[config.mk]
export PLATFORM = sky130hd
export DESIGN_NAME = uart_tx
export DESIGN_NICKNAME = d
export VERILOG_FILES = /design/src/rtl/uart_tx.sv
export SDC_FILE = /design/constraint.sdc
export NUM_CORES = 1
export LEC_CHECK = 0
export BUFFER_PORTS_ARGS = -buffer_cell sky130_fd_sc_hd__buf_2
export CORE_UTILIZATION = 30
export DETAILED_ROUTE_END_ITERATION = 6
export GPL_TIMING_DRIVEN = 0
export HOLD_SLACK_MARGIN = 0.06
export MAX_ROUTING_LAYER = met4
export PLACE_DENSITY = 0.41
export SLEW_MARGIN = 20
export SYNTH_ARGS = -nofsm -noshare
export SYNTH_HDL_FRONTEND = slang
export SYNTH_SLANG_ARGS = --single-unit
[constraint.sdc]
create_clock -name clock -period 5.8 [get_ports clock]
set_input_delay 0.29 -clock clock [delete_from_list [all_inputs] [get_ports clock]]
set_output_delay 0.29 -clock clock [all_outputs]
set_load 0.1 [all_outputs]
[src/rtl/uart_tx.sv]
// uart_tx: FIFO-buffered 8-bit LSB-first UART transmitter with selectable baud, parity, stop bits
// and CTS flow control; serial_out trails the state register by one clock.
module uart_tx #(
    parameter int CLK_FREQ   = 50000000,
    parameter int FIFO_DEPTH = 4
) (
    input  logic       clock,
    input  logic       reset,
    input  logic [7:0] usr_options,
    input  logic [7:0] tx_data,
    input  logic       tx_write,
    input  logic       peer_ready,
    output logic       serial_out,
    output logic       tx_busy,
    output logic       tx_full,
    output logic       tx_empty,
    output logic       tx_overflow,
    output logic       tx_done
);
    localparam int AW = $clog2(FIFO_DEPTH);
    localparam int CW = $clog2(CLK_FREQ / 9600 + 1);
    localparam logic [CW-1:0] DIV_9600   = CW'(CLK_FREQ / 9600);
    localparam logic [CW-1:0] DIV_19200  = CW'(CLK_FREQ / 19200);
    localparam logic [CW-1:0] DIV_57600  = CW'(CLK_FREQ / 57600);
    localparam logic [CW-1:0] DIV_115200 = CW'(CLK_FREQ / 115200);

    typedef enum logic [2:0] {IDLE, START, DATA, PARITY, STOP1, STOP2} state_t;

    logic          pr_meta_q, pr_sync_q;
    logic [7:0]    mem_q [FIFO_DEPTH];
    logic [AW-1:0] wr_ptr_q, rd_ptr_q, wr_ptr_d, rd_ptr_d;
    logic [AW:0]   count_q, count_d;
    logic          overflow_q;
    state_t        state_q;
    logic [CW-1:0] cnt_q, div_sel;
    logic [7:0]    shift_q, head;
    logic [2:0]    bit_idx_q;
    logic [1:0]    baud_q;
    logic          parity_q, par_en_q, two_stop_q, serial_out_q, done_q;
    logic          full, empty, pop, push, bit_end, line_d;
    logic          unused_opts;

    assign unused_opts = ^usr_options[7:5];

    assign full     = count_q == (AW+1)'(FIFO_DEPTH);
    assign empty    = count_q == '0;
    assign pop      = state_q == IDLE && !empty && pr_sync_q;
    assign push     = tx_write && (!full || pop);
    assign head     = mem_q[rd_ptr_q];
    assign count_d  = count_q + (AW+1)'(push) - (AW+1)'(pop);
    assign wr_ptr_d = push ? wr_ptr_q + 1'b1 : wr_ptr_q;
    assign rd_ptr_d = pop ? rd_ptr_q + 1'b1 : rd_ptr_q;

    always_comb begin
        div_sel = baud_q == 2'b11 ? DIV_115200 :
                  baud_q == 2'b10 ? DIV_57600  :
                  baud_q == 2'b01 ? DIV_19200  : DIV_9600;
        bit_end = cnt_q == div_sel - 1'b1;
        line_d  = state_q == START  ? 1'b0     :
                  state_q == DATA   ? shift_q[0] :
                  state_q == PARITY ? parity_q : 1'b1;
    end

    always_ff @(posedge clock or posedge reset) begin
        if (reset) begin
            pr_meta_q <= 1'b0;
            pr_sync_q <= 1'b0;
        end else begin
            pr_meta_q <= peer_ready;
            pr_sync_q <= pr_meta_q;
        end
    end

    always_ff @(posedge clock) begin
        if (push) mem_q[wr_ptr_q] <= tx_data;
    end

    // A write while full is still accepted when the same cycle pops.
    always_ff @(posedge clock or posedge reset) begin
        if (reset) begin
            wr_ptr_q   <= '0;
            rd_ptr_q   <= '0;
            count_q    <= '0;
            overflow_q <= 1'b0;
        end else begin
            wr_ptr_q   <= wr_ptr_d;
            rd_ptr_q   <= rd_ptr_d;
            count_q    <= count_d;
            overflow_q <= tx_write && full && !pop;
        end
    end

    always_ff @(posedge clock or posedge reset) begin
        if (reset) begin
            state_q      <= IDLE;
            cnt_q        <= '0;
            shift_q      <= '0;
            bit_idx_q    <= '0;
            baud_q       <= '0;
            parity_q     <= 1'b0;
            par_en_q     <= 1'b0;
            two_stop_q   <= 1'b0;
            serial_out_q <= 1'b1;
            done_q       <= 1'b0;
        end else begin
            serial_out_q <= line_d;
            done_q       <= 1'b0;
            cnt_q        <= (state_q == IDLE || bit_end) ? '0 : cnt_q + 1'b1;
            case (state_q)
                IDLE: if (pop) begin
                    shift_q    <= head;
                    baud_q     <= usr_options[1:0];
                    par_en_q   <= usr_options[3] ^ usr_options[2];
                    parity_q   <= ^head ^ (usr_options[3:2] == 2'b10);
                    two_stop_q <= usr_options[4];
                    state_q    <= START;
                end
                START: if (bit_end) begin
                    bit_idx_q <= '0;
                    state_q   <= DATA;
                end
                DATA: if (bit_end) begin
                    shift_q   <= shift_q >> 1;
                    bit_idx_q <= bit_idx_q + 1'b1;
                    if (bit_idx_q == 3'd7) state_q <= par_en_q ? PARITY : STOP1;
                end
                PARITY: if (bit_end) state_q <= STOP1;
                STOP1: if (bit_end) begin
                    state_q <= two_stop_q ? STOP2 : IDLE;
                    done_q  <= !two_stop_q;
                end
                STOP2: if (bit_end) begin
                    state_q <= IDLE;
                    done_q  <= 1'b1;
                end
                default: state_q <= IDLE;
            endcase
        end
    end

    assign serial_out  = serial_out_q;
    assign tx_busy     = !empty || state_q != IDLE;
    assign tx_full     = full;
    assign tx_empty    = empty;
    assign tx_overflow = overflow_q;
    assign tx_done     = done_q;
endmodule

# Word level (Yosys, flattened, before mapping)
# Memory sizes are Yosys's and may differ from the RTL's.
# Index checks and enable logic that the tools add are counted.
# classes
addsub	7
n_mul	0
n_div	0
n_lt_le_gt_ge	0
eq_ne	19
shifts	0
muxes	27
bitwise_logic	2
reduce_logical	22
# ops
cell	count
13-bit 2-to-1 mux	4
3-bit 2-to-1 mux	10
3-bit case mux with 6 select lines	1
8-bit 2-to-1 mux	2
8-bit case mux with 2 select lines	1
13-bit by 1-bit adder with 13-bit output, second input constant	1
13-bit equality test	1
13-bit by 1-bit subtractor with 13-bit output, second input constant	1
3-bit equality test, second input constant	4
2-bit inequality test, second input constant	6
8-bit XOR reduction	1
1-bit 2-to-1 mux	7
7-bit AND reduction	1
2-bit equality test, second input constant	3
3-bit by 2-bit equality test with 1-bit output, second input constant	2
3-bit zero test	2
3-bit case mux with 2 select lines	1
3-bit AND reduction	2
1-bit logical AND	5
2-bit by 1-bit adder with 2-bit output, second input constant	2
1-bit zero test	4
2-bit nonzero test	2
3-bit by 1-bit adder with 3-bit output	1
3-bit by 1-bit adder with 3-bit output, second input constant	1
9 further kinds	12
# totals
regBits	44
latchBits	0
mem_bits_rw	32
rom_bits	0
input_bits	20
output_inout_bits	6
wordCells	94
mem_count	1
# memory_table
memory	words	word_bits	read_ports	rd_ports_with_merged_regs	write_ports	line_no	rtl
mem_q	4	8	1	0	1	30	logic [7:0] mem_q [FIFO_DEPTH];

# Logic depth before layout (Yosys ltp)
# logic_depth
ltp_word	8
depth_mapped	10
mapped_depth_nobuf	9

# Worst setup path before layout
# Ideal clock, no wire load.
# synth_path
path_kind	reg2reg
start	register count_q[2]
end	register count_q[2]
setup_ps	80
arrival_ps	4396
required_ps	5720
setup_slack_ps	1324
stages_incl_launch_ff	11
n_path_buf	1
period_less_slack_ps	4476
cell_sequence	dfrtp_1 nor3_1 nor2b_1 and2_0 clkbuf_1 nand2b_1 o21ai_0 ha_1 fa_1 xnor2_1 xnor2_1
# synth_between
elab_chain_cells	8
elab_cells_between_ends	10
cone_classes	2 x add/sub; 1 x eq/ne; 7 x reduce/logical
# synth_rtl
element	line_no	rtl
start: declaration	32	logic [AW:0] count_q, count_d;
start signal: assignment	88	count_q <= count_d;
3-bit zero test *	46	assign empty = count_q == '0;
via tx_empty	16	output logic tx_empty,
1-bit zero test *	47	assign pop = state_q == IDLE && !empty && pr_sync_q;
1-bit logical AND * (2 in series)	47	
1-bit logical OR	48	assign push = tx_write && (!full || pop);
1-bit logical AND	48	
3-bit by 1-bit adder with 3-bit output	50	assign count_d = count_q + (AW+1)'(push) - (AW+1)'(pop);
3-bit by 1-bit subtractor with 3-bit output *	50	
via count_d[2]	32	
# The timed path passes the listed nets; every way through them passes the cells marked *.
# A chain may end at the register's enable or synchronous reset.

# Final worst setup path
# layout_path
start	register count_q[1]
end	register count_q[2]
# layout_between
elab_chain_cells	8
elab_cells_between_ends	10
cone_classes	2 x add/sub; 1 x eq/ne; 7 x reduce/logical
# layout_rtl
element	line_no
3-bit zero test	46
1-bit zero test	47
1-bit logical AND (2 in series)	47
1-bit logical OR	48
1-bit logical AND	48
3-bit by 1-bit adder with 3-bit output	50
3-bit by 1-bit subtractor with 3-bit output *	50
via count_d[2]	32
# Marks and branches as above.

==> results.md <==
- Global-route wire length before repair: ~12 mm
- Crit path required time: 6.06 ns
- Half-perimeter wire length after placement: ~4.9 mm
- Synth-to-Final Area Change: 17.5%
- Arrival time worst endpoint: 3.02 ns
- Die Y: around 110 um
- Post-synth EDFFs: 32
- Number of optimization iterations in the first detailed-route pass: 4
- Sequential fraction of the synthesis area: about 58%
- Crit. End Element: flip-flop
- Number of top-level pins: 26
- Endpoint of the worst register-to-register path: count_q[2]
- TritonCTS clock tree: done
- Count of inserted antenna diode cells: 0
- Root Driver: sky130_fd_sc_hd__clkbuf_16
- Total negative slack: 0 ns
- Post-CTS clock slew at the launch and capture registers of the worst setup and hold paths: ~0.060 ns
- Share of cells above drive strength 1: about 18%
- Number of buffers on the longest clock path: 2
- Area of the die: around 12000 um^2
- Pwr Density: 412 nW/um^2
- DRT Wirelength: 6.89 mm
- Max-cap violation count: 0
- Area of the mapped netlist: around 3600 um^2
- Vias after detailed routing: 2157
- Startpoint of the worst setup timing path: count_q[1]
- Clock buffers created by TritonCTS: 9
- Crit Path Max Fanout: 10
- Max-slew violation count: 0
- Met3 Usage GRT: roughly 4.5%
- Global-route met2 utilization: between 10% and 20%
- Warnings, synthesis: 0
- Htree depth: 3
- Type of the worst setup path: reg2reg
- GRT Overall Usage: 12.9%
- Port buffer count: 22
- Hold violation total from the final report: 0
- Vias in the first global route: around 2200
- Slew at the pin closest to its max-slew limit: between 0.5 and 0.6 ns
- Synth cell types: 44
- Final number of setup-violating endpoints: 0
- Peak ir drop on the vdd network: 0.211 mV
- Number of antenna violations at the first check in global routing: 0
- Net total in the final layout: 351
- Most used flip-flop cell after synthesis: sky130_fd_sc_hd__dfrtp_1
- Largest net degree at the start of global routing: 29
- DR WL/cell: between 10 and 15 um
- Average size of a mapped cell: 12.7 um^2
- Overflow left after global routing: 0
- Post-synthesis async set-or-reset flop share: 57.9%
- Number of instances in the placed design: approximately 450
- DRT antenna net count: 0
- Path class of the lowest-slack min-delay path: in2reg
- Static Leakage: approximately 1.7 nW
- Critical path launch point type: flip-flop
- Max Clock Skew: 0.00940 ns
- Number of standard cells after synthesis: 279
- Period Utilization, post-route: 47.4%
- Final RePlAce weighted congestion: roughly 0.73
- Most utilized layer in the global route result: met2
- Cell Rows: 39
- Status: finished, final reports clean
- Number of register bits inferred by synthesis: 76
- Post-route non-filler standard cell count: 463
- Register-to-Register Setup Slack: 3.05 ns
- Cell depth of the worst flop-to-flop path: 10
- Clk_lat worst skew: 0.34 ns
- Number of vias per cell: 4.66
- Met1 routing resource usage after global routing: approximately 16%
- Relative slew margins: 60.9%
- CP Capture Point: count_q[2]
- Setup repair after global routing missed its margin: no
- Std-Cell Core Area: 11500 um^2
- Post-route DRC: 0
- Reg-to-reg startpoint: count_q[1]
- Initial core utilization: 31.0%
- Die width: 111 um
- Min Tclk post-route: 2.75 ns
- Syn Nets: 315
- DRC violation total after the first TritonRoute iteration: 61
- Timing-limited maximum frequency: 363 MHz
- Clock tree sinks: 76
## synth_stat cells (2+ instances only)
cell type                  instances  share of area (%)
sky130_fd_sc_hd__ha_1             15                5.3
sky130_fd_sc_hd__nand3_1           6               0.85
sky130_fd_sc_hd__clkbuf_1          5               0.53
sky130_fd_sc_hd__inv_1            11                1.2
sky130_fd_sc_hd__dfrtp_1          43                 30
sky130_fd_sc_hd__nor3_1            3               0.42
sky130_fd_sc_hd__xnor2_1          20                4.9
sky130_fd_sc_hd__nand3b_1          3               0.63
sky130_fd_sc_hd__mux4_2            8                5.1
sky130_fd_sc_hd__o22a_1            7                1.7
sky130_fd_sc_hd__edfxtp_1         32                 27
sky130_fd_sc_hd__a22oi_1           2               0.42
sky130_fd_sc_hd__o21ai_0          14                2.0
sky130_fd_sc_hd__nand2_1          21                2.2
sky130_fd_sc_hd__or4_1             2               0.42
sky130_fd_sc_hd__and3_1            6                1.1
sky130_fd_sc_hd__xor2_1           11                2.7
sky130_fd_sc_hd__o21a_1            7                1.5
sky130_fd_sc_hd__o211ai_1          3               0.63
sky130_fd_sc_hd__nor2b_1           4               0.70
sky130_fd_sc_hd__nor2_1           19                2.0
sky130_fd_sc_hd__nand4_1           3               0.53
sky130_fd_sc_hd__nand2b_1          4               0.70
sky130_fd_sc_hd__buf_2             3               0.42
sky130_fd_sc_hd__and2_1            5               0.88
sky130_fd_sc_hd__a21oi_1           4               0.56
## cells by family (layout without fill, tap and decap cells)
logic type | after synthesis | after routing | share of synthesized area, %
xor gates and xnor gates | 31 | 31 | 7.65
DFF | 76 | 76 | 58.1
buffers and inverters | 20 | 61 | 2.43
adders and majority gates | 16 | 16 | 5.85
muxes | 9 | 9 | 5.36
and+or+nand+nor | 86 | 86 | 13.0
AOI/OAI and AO/OA | 41 | 41 | 7.61
## cell usage in the layout, fill, tap and decap left out, types with 3 or more instances in the layout
cell and n:
sky130_fd_sc_hd__a21oi_1 4, sky130_fd_sc_hd__and2_1 5, sky130_fd_sc_hd__and3_1 6, sky130_fd_sc_hd__buf_2 25, sky130_fd_sc_hd__clkbuf_1 6, sky130_fd_sc_hd__clkbuf_16 9
sky130_fd_sc_hd__dfrtp_1 43, sky130_fd_sc_hd__edfxtp_1 32, sky130_fd_sc_hd__ha_1 15, sky130_fd_sc_hd__inv_1 10, sky130_fd_sc_hd__mux4_2 8, sky130_fd_sc_hd__nand2_1 21
sky130_fd_sc_hd__nand2b_1 4, sky130_fd_sc_hd__nand3_1 6, sky130_fd_sc_hd__nand3b_1 3, sky130_fd_sc_hd__nand4_1 3, sky130_fd_sc_hd__nor2_1 19, sky130_fd_sc_hd__nor2b_1 4
sky130_fd_sc_hd__nor3_1 3, sky130_fd_sc_hd__o211ai_1 3, sky130_fd_sc_hd__o21a_1 7, sky130_fd_sc_hd__o21ai_0 14, sky130_fd_sc_hd__o22a_1 7, sky130_fd_sc_hd__xnor2_1 20
sky130_fd_sc_hd__xor2_1 11
## flip-flops by register name, indices dropped and copies added (netlist names), 2 cells and up
| signal | count |
|---|---|
| cnt_q | 13 |
| state_q | 3 |
| bit_idx_q | 3 |
| count_q | 3 |
| shift_q | 8 |
| baud_q | 2 |
| mem_q | 32 |
| rd_ptr_q | 2 |
| wr_ptr_q | 2 |
## final cells by class
cell class	instances	area, um^2
Fill cell	1143	7290
Clock inverter	6	63.8
Buffer	9	45.0
Inverter	11	41.3
Sequential cell	76	2060
Clock buffer	10	229
Multi-Input combinational cell	183	1400
Tap cell	143	179
Timing Repair Buffer	25	150
## where the power goes
group	leakage (nW)	total (mW)	switching [mW]	internal, mW
logic	0.749	0.423	0.244	0.179
registers	0.837	0.741	0.0669	0.675
clock network	0.139	0.554	0.221	0.333
total	1.72	1.72	0.532	1.19
## critical path: stages, from the launching register on
cell and delay (ns):
sky130_fd_sc_hd__dfrtp_1 0.39, sky130_fd_sc_hd__nor3_1 0.45, sky130_fd_sc_hd__nor2b_1 0.17, sky130_fd_sc_hd__nand2_1 0.32
sky130_fd_sc_hd__clkbuf_1 0.43, sky130_fd_sc_hd__nand2_1 0.09, sky130_fd_sc_hd__o21ai_0 0.16, sky130_fd_sc_hd__ha_1 0.19
sky130_fd_sc_hd__fa_1 0.20, sky130_fd_sc_hd__xnor2_1 0.14, sky130_fd_sc_hd__xnor2_1 0.14
## layer usage
| metal | part of all wire, % | vias to the layer above |
|---|---|---|
| li1 | - | 1065 |
| met5 | 0 | - |
| met1 | 47 | 1052 |
| met3 | 4.5 | 10 |
| met2 | 46 | 30 |
| met4 | 1.8 | 0 |
## worst min-delay path by stage
stage               start     endpoint  slack, ns  cells past startpoint
3_3_place_gp    pr_meta_q    pr_sync_q       0.34                      0
4_1_cts        peer_ready    pr_meta_q       0.06                      1
5_1_grt        tx_data[0]  mem_q[3][0]       0.15                      1
2_1_floorplan  peer_ready    pr_meta_q       0.32                      0
6_report       tx_data[3]  mem_q[3][3]       0.16                      1
3_5_place_dp        reset     cnt_q[2]       0.32                      2
## repair_timing
item,CTS,global route
hold buffers,1,1
endpoints found under the setup margin,0,0
setup buffers,0,0
endpoints found under the hold margin,15,1
gates resized for setup,0,0
## stage by stage
step / instance area (um^2) / power (mW) / utilization [%] / hold WS, ns / setup slack (ns)
2_1_floorplan: 3550 / 1.08 / - / 0.321 / 1.32
3_3_place_gp: 3840 / 1.18 / 33.5 / 0.342 / 2.95
3_5_place_dp: 3860 / 1.19 / 33.7 / 0.316 / 2.90
4_1_cts: 4160 / 1.75 / 36.3 / 0.0626 / 2.89
5_1_grt: 4170 / 1.83 / 36.4 / 0.152 / 2.69
6_report: 4170 / 1.72 / 36.4 / 0.160 / 3.05
Power figures use the tool's default switching activity.
